--- config.mk ---
export PLATFORM = sky130hd
export DESIGN_NAME = delta_bit_packer
export DESIGN_NICKNAME = d
export VERILOG_FILES = /design/src/rtl/delta_bit_packer.sv
export SDC_FILE = /design/constraint.sdc
export NUM_CORES = 1
export LEC_CHECK = 0
export ABC_AREA = 1
export BUFFER_PORTS_ARGS = -buffer_cell sky130_fd_sc_hd__buf_4
export CAP_MARGIN = 20
export CORE_MARGIN = 3
export CORE_UTILIZATION = 46
export CTS_CLUSTER_SIZE = 28
export DETAILED_ROUTE_END_ITERATION = 10
export GPL_ROUTABILITY_DRIVEN = 0
export GPL_TIMING_DRIVEN = 0
export PLACE_DENSITY = 0.76
export SLEW_MARGIN = 5
export SYNTH_ARGS = -nofsm -noshare
export SYNTH_HDL_FRONTEND = slang
export SYNTH_SLANG_ARGS = --single-unit
--- constraint.sdc ---
create_clock -name CLK -period 2.84 [get_ports CLK]
set_input_delay 0.426 -clock CLK [delete_from_list [all_inputs] [get_ports CLK]]
set_output_delay 0.426 -clock CLK [all_outputs]
set_load 0.01 [all_outputs]
--- src/rtl/delta_bit_packer.sv ---
// delta_bit_packer: packs variable-length delta codes LSB-first into DATA_W-bit
// words through a shifting accumulator. A flush emits the zero-padded tail word.
module delta_bit_packer #(
  parameter int DATA_W     = 32,
  parameter int CODE_W_MAX = 11,
  parameter int LEN_W      = 4,
  parameter int CNT_W      = 16
) (
  input  logic                  CLK,
  input  logic                  RST_n,
  input  logic [CODE_W_MAX-1:0] in_code,
  input  logic [LEN_W-1:0]      in_len,
  input  logic                  in_valid,
  output logic                  in_ready,
  input  logic                  flush,
  output logic [DATA_W-1:0]     out_data,
  output logic                  out_valid,
  output logic                  out_last,
  input  logic                  out_ready,
  output logic                  flush_done,
  output logic [CNT_W-1:0]      word_cnt
);

  localparam int ACC_W  = DATA_W + CODE_W_MAX;
  localparam int FILL_W = $clog2(ACC_W);

  typedef enum logic [1:0] {RUN, FLUSH, DONE} state_t;

  state_t              state_reg;
  logic [ACC_W-1:0]    acc_reg;
  logic [ACC_W-1:0]    acc_next;
  logic [FILL_W-1:0]   fill_reg;
  logic [FILL_W-1:0]   fill_next;
  logic [LEN_W-1:0]    eff_len;
  logic [CODE_W_MAX-1:0] masked_code;
  logic                out_free;
  logic                drain;
  logic                flush_tail;
  logic                accept;
  logic [ACC_W-1:0]    acc_drained;
  logic [FILL_W-1:0]   fill_drained;

  // Oversized lengths saturate at the widest legal code.
  assign eff_len = (in_len > LEN_W'(CODE_W_MAX)) ? LEN_W'(CODE_W_MAX) : in_len;

  // Clear every code bit at or above the effective length.
  generate
    for (genvar gi = 0; gi < CODE_W_MAX; gi++) begin : g_mask
      assign masked_code[gi] = in_code[gi] & (eff_len > LEN_W'(gi));
    end
  endgenerate

  assign out_free   = !out_valid || out_ready;
  assign drain      = (fill_reg >= FILL_W'(DATA_W)) && out_free;
  assign flush_tail = (state_reg == FLUSH) && (fill_reg < FILL_W'(DATA_W)) && out_free;
  assign in_ready   = (state_reg == RUN) && ((fill_reg < FILL_W'(DATA_W)) || drain);
  assign accept     = in_valid && in_ready;

  // Next accumulator: drop a drained word, then append the accepted code above the remaining bits.
  always_comb begin
    acc_drained  = acc_reg;
    fill_drained = fill_reg;
    if (drain) begin
      acc_drained  = acc_reg >> DATA_W;
      fill_drained = fill_reg - FILL_W'(DATA_W);
    end
    acc_next  = acc_drained;
    fill_next = fill_drained;
    if (accept) begin
      acc_next  = acc_drained | (ACC_W'(masked_code) << fill_drained);
      fill_next = fill_drained + FILL_W'(eff_len);
    end
    if (flush_tail) begin
      acc_next  = '0;
      fill_next = '0;
    end
  end

  // Accumulator, output register, word counter and flush state machine.
  always_ff @(posedge CLK or negedge RST_n) begin
    if (!RST_n) begin
      state_reg  <= RUN;
      acc_reg    <= '0;
      fill_reg   <= '0;
      out_data   <= '0;
      out_valid  <= 1'b0;
      out_last   <= 1'b0;
      flush_done <= 1'b0;
      word_cnt   <= '0;
    end else begin
      acc_reg    <= acc_next;
      fill_reg   <= fill_next;
      flush_done <= (state_reg == DONE);

      if (drain) begin
        out_data  <= acc_reg[DATA_W-1:0];
        out_valid <= 1'b1;
        out_last  <= 1'b0;
        word_cnt  <= word_cnt + CNT_W'(1);
      end else if (flush_tail && (fill_reg != '0)) begin
        // Bits above fill are already zero, so the tail word is naturally padded.
        out_data  <= acc_reg[DATA_W-1:0];
        out_valid <= 1'b1;
        out_last  <= 1'b1;
        word_cnt  <= word_cnt + CNT_W'(1);
      end else if (out_valid && out_ready) begin
        out_valid <= 1'b0;
        out_last  <= 1'b0;
      end

      case (state_reg)
        RUN:     if (flush) state_reg <= FLUSH;
        FLUSH:   if (flush_tail) state_reg <= DONE;
        DONE:    state_reg <= RUN;
        default: state_reg <= RUN;
      endcase
    end
  end

endmodule

==> results.json <==
{
  "cp_cell_sequence": "inv_2 -> nor2_2 -> nor2_2 -> inv_2 -> ha_2 -> inv_1 -> nor3_4 -> buf_4 -> nand3_1 -> a21oi_1",
  "post_synth_inst_count": 682,
  "vias_per_cell": 5.55,
  "max_slew_margin": 0.543,
  "post_synthesis_average_cell_area_sq_um": 7.82,
  "cp.required_ns": 3.09,
  "total_switching_power_mw": 2.90,
  "dpl.hpwl_mm": 10.6,
  "ys_ff_latch": 102,
  "worst_slew_pin_slew_ns": 0.685,
  "grt_overflow": 0,
  "crit_slowest_cell": "sky130_fd_sc_hd__ha_2",
  "dominantRegCellSynth": "sky130_fd_sc_hd__dfrtp_1",
  "final.min_clock_period_ns": 2.47,
  "post-route-drc-count": 0,
  "synth-edff-count": 0,
  "finish.utilization": 0.574,
  "area_delta_synth_final_pct": 19.1,
  "fp-row-count": 38,
  "final.setup_skew_ns": 0.0133,
  "timing.fmax_mhz": 405,
  "synth_top_cells_by_count": "sky130_fd_sc_hd__nand2_1 (229), sky130_fd_sc_hd__nand3_1 (122), sky130_fd_sc_hd__dfrtp_1 (102), sky130_fd_sc_hd__a21oi_1 (33), sky130_fd_sc_hd__inv_1 (33)",
  "number_of_global_route_vias_before_repair": 4939,
  "die_area_sq_mm": 0.0129,
  "worst_setup_path_end_kind": "flop",
  "post_drt_wl_per_cell_microns": 15.1,
  "start_util": 0.482,
  "power_density_mw_per_mm2": 1020,
  "ys_seq_area_frac": 0.478,
  "final_min_period_over_clock_period": 0.869,
  "yosys.cell_count.top_type": "sky130_fd_sc_hd__nand2_1",
  "die-height_microns": 114,
  "worst-path-buf-inv": 4,
  "portion_of_total_power_attributed_to_sequential_cells": 0.339,
  "leading_cell_types_by_total_area_after_synthesis": "sky130_fd_sc_hd__dfrtp_1 (48%), sky130_fd_sc_hd__nand2_1 (16%), sky130_fd_sc_hd__nand3_1 (11%), sky130_fd_sc_hd__a21oi_1 (3.1%), sky130_fd_sc_hd__inv_1 (2.3%)",
  "detail-route-antenna-nets": 0,
  "detail_route.wirelength_mm": 13.7,
  "synthesis.nets": 709,
  "critPathMaxFanout": 15,
  "synth_async_sr_flop_share": 1.00,
  "numCtsBuffers": 9,
  "cts.reportedPaths.clkPinSlew_ns": 0.07,
  "switching_portion_of_total_power": 0.447,
  "number_of_fillers_in_the_final_layout": 1035,
  "cpPeakStageDelay_ns": 0.43,
  "finalSetupViolCount": 0,
  "insertion_delay_ns": 0.34,
  "mappedNetlistArea_sq_mm": 0.00534,
  "grt_setup_unrepaired": "false",
  "slew_limit_fails": 0,
  "critical-path-top-delay-family": "simple AND/OR/NAND/NOR gates",
  "cts_buffer_depth": 2,
  "cts_tree": "built",
  "antenna_found_initial": 0,
  "leakagePower_nw": 3.22,
  "synth_top_cell_area_share": 0.478,
  "grt_pass1_wl_mm": 23.3,
  "dr.pass1.iters": 8,
  "hold_violations": 0,
  "gr-usage-all-layers": 0.220,
  "cell_at_the_root_of_the_clock_tree": "sky130_fd_sc_hd__clkbuf_16",
  "post_route_cells_drive_above_1_share": 0.167,
  "hold_path_class": "in -> async",
  "power_report.internal_total_mw": 3.59,
  "dr_iter_0_viols": 526,
  "startpoint_type": "flop",
  "pwr-share-comb": 0.482,
  "antenna_cells": 0,
  "hold_slack_ns": 0.130,
  "timing.max_cap.violations": 0,
  "clock_tree.htree_level_count": 3,
  "synthDistinctLibCells": 37,
  "arrival_ns": 2.72,
  "vias": 5035,
  "ws_path_type": "reg -> reg",
  "synth.yosys.warnings": 0,
  "power.ir.vdd_worst_v": 0.000543,
  "run_status": "completed",
  "port_buffers": 71,
  "largest_reg_flops": 43,
  "num-nets-final": 791,
  "tns_ns": 0,
  "grt_start_max_net_pins": 54,
  "core_sq_mm": 0.0111,
  "die_width_microns": 114,
  "power_frac_clock": 0.179,
  "num_io_pins": 72,
  "clock_sinks": 102,
  "synth.largest_area_cell": "sky130_fd_sc_hd__dfrtp_1",
  "timing.reg2reg.setup_slack_ns": 0.37
}
layer usage:
metal  track usage  vias to the layer above  wire length, microns
met5             0                        -                     0
met4        0.0601                        0                   249
met3        0.0382                       27                   973
met2         0.356                      226                  6340
met1         0.308                     2362                  6150
li1              -                     2420                     -
final timing paths:
| check | start | endpoint | cells past startpoint |
|---|---|---|---|
| max | out_valid | acc_reg[8] | 10 |
| min | RST_n | out_data[6] | 1 |
| max reg2reg | out_valid | acc_reg[8] | 10 |
| min reg2reg | state_reg[0] | flush_done | 1 |
| max in group asynchronous | RST_n | out_data[30] | 2 |
| min in group CLK | out_ready | out_valid | 2 |
power by group through the flow:
stage | Sequential (mW) | Combinational, mW | Clock, mW
6_report | 2.20 | 3.13 | 1.16
5_1_grt | 2.25 | 3.48 | 1.23
4_1_cts | 2.20 | 3.10 | 1.18
3_5_place_dp | 2.22 | 3.09 | 0
3_3_place_gp | 2.20 | 2.99 | 0
2_1_floorplan | 2.25 | 1.99 | 0
layout by cell type (no fill, tap or decap), types with 2 or more instances in the layout:
cell type,instances
sky130_fd_sc_hd__a21oi_1,33
sky130_fd_sc_hd__nor2_1,29
sky130_fd_sc_hd__nand3_1,122
sky130_fd_sc_hd__clkinv_4,3
sky130_fd_sc_hd__inv_2,6
sky130_fd_sc_hd__nor3_2,2
sky130_fd_sc_hd__o21ai_0,13
sky130_fd_sc_hd__buf_1,4
sky130_fd_sc_hd__nor2_2,4
sky130_fd_sc_hd__buf_4,76
sky130_fd_sc_hd__buf_6,2
sky130_fd_sc_hd__clkbuf_1,10
sky130_fd_sc_hd__xnor2_1,4
sky130_fd_sc_hd__a22oi_1,6
sky130_fd_sc_hd__dfrtp_1,102
sky130_fd_sc_hd__buf_2,15
sky130_fd_sc_hd__nand4_1,16
sky130_fd_sc_hd__nand2_1,229
sky130_fd_sc_hd__xor2_1,10
sky130_fd_sc_hd__o22ai_1,2
sky130_fd_sc_hd__mux2i_1,3
sky130_fd_sc_hd__inv_1,33
sky130_fd_sc_hd__ha_1,5
sky130_fd_sc_hd__clkbuf_16,9
sky130_fd_sc_hd__a31oi_1,11
repair_timing:
| item | in CTS | in global routing |
|---|---|---|
| buffers inserted | 0 | 0 |
| endpoints found under the setup margin | 0 | 20 |
| hold buffers | 0 | 0 |
| resized for setup | 0 | 1 |
stage by stage:
stage | power, mW | cell area, sq um | instances | worst slack, ns
after global placement | 5.20 | 6040 | 893 | 0.169
after CTS | 6.48 | 6360 | 909 | 0.0996
after detailed placement | 5.31 | 6070 | 894 | 0.0769
final | 6.49 | 6350 | 908 | 0.372
after floorplan | 4.24 | 5340 | 682 | 0.615
after global routing | 6.96 | 6350 | 908 | 0.191
cell families after synthesis:
family,Yosys count,share of synthesized area
fa+ha+maj,7,0.0178
simple gates,410,0.337
xor+xnor,14,0.0230
mux,3,0.00563
flops,102,0.478
compound gates,69,0.0743
buf+inv,77,0.0640
final cells by class:
class	count	area, sq um	share of cell area
Sequential cell	102	2550	0.402
Multi-Input combinational cell	503	2440	0.385
Timing Repair Buffer	72	561	0.0882
Clock buffer	9	225	0.0354
Buffer	36	188	0.0295
Tap cell	140	175	0.0276
Inverter	40	150	0.0236
Clock inverter	6	58.8	0.00925
worst reg2reg max path, stage by stage (launching register included):
cell	delay, ns
sky130_fd_sc_hd__dfrtp_1	0.41
sky130_fd_sc_hd__inv_2	0.07
sky130_fd_sc_hd__nor2_2	0.04
sky130_fd_sc_hd__nor2_2	0.24
sky130_fd_sc_hd__inv_2	0.21
sky130_fd_sc_hd__ha_2	0.44
sky130_fd_sc_hd__inv_1	0.09
sky130_fd_sc_hd__nor3_4	0.35
sky130_fd_sc_hd__buf_4	0.27
sky130_fd_sc_hd__nand3_1	0.13
sky130_fd_sc_hd__a21oi_1	0.15
Note: power is estimated with default switching activity, not from simulation.
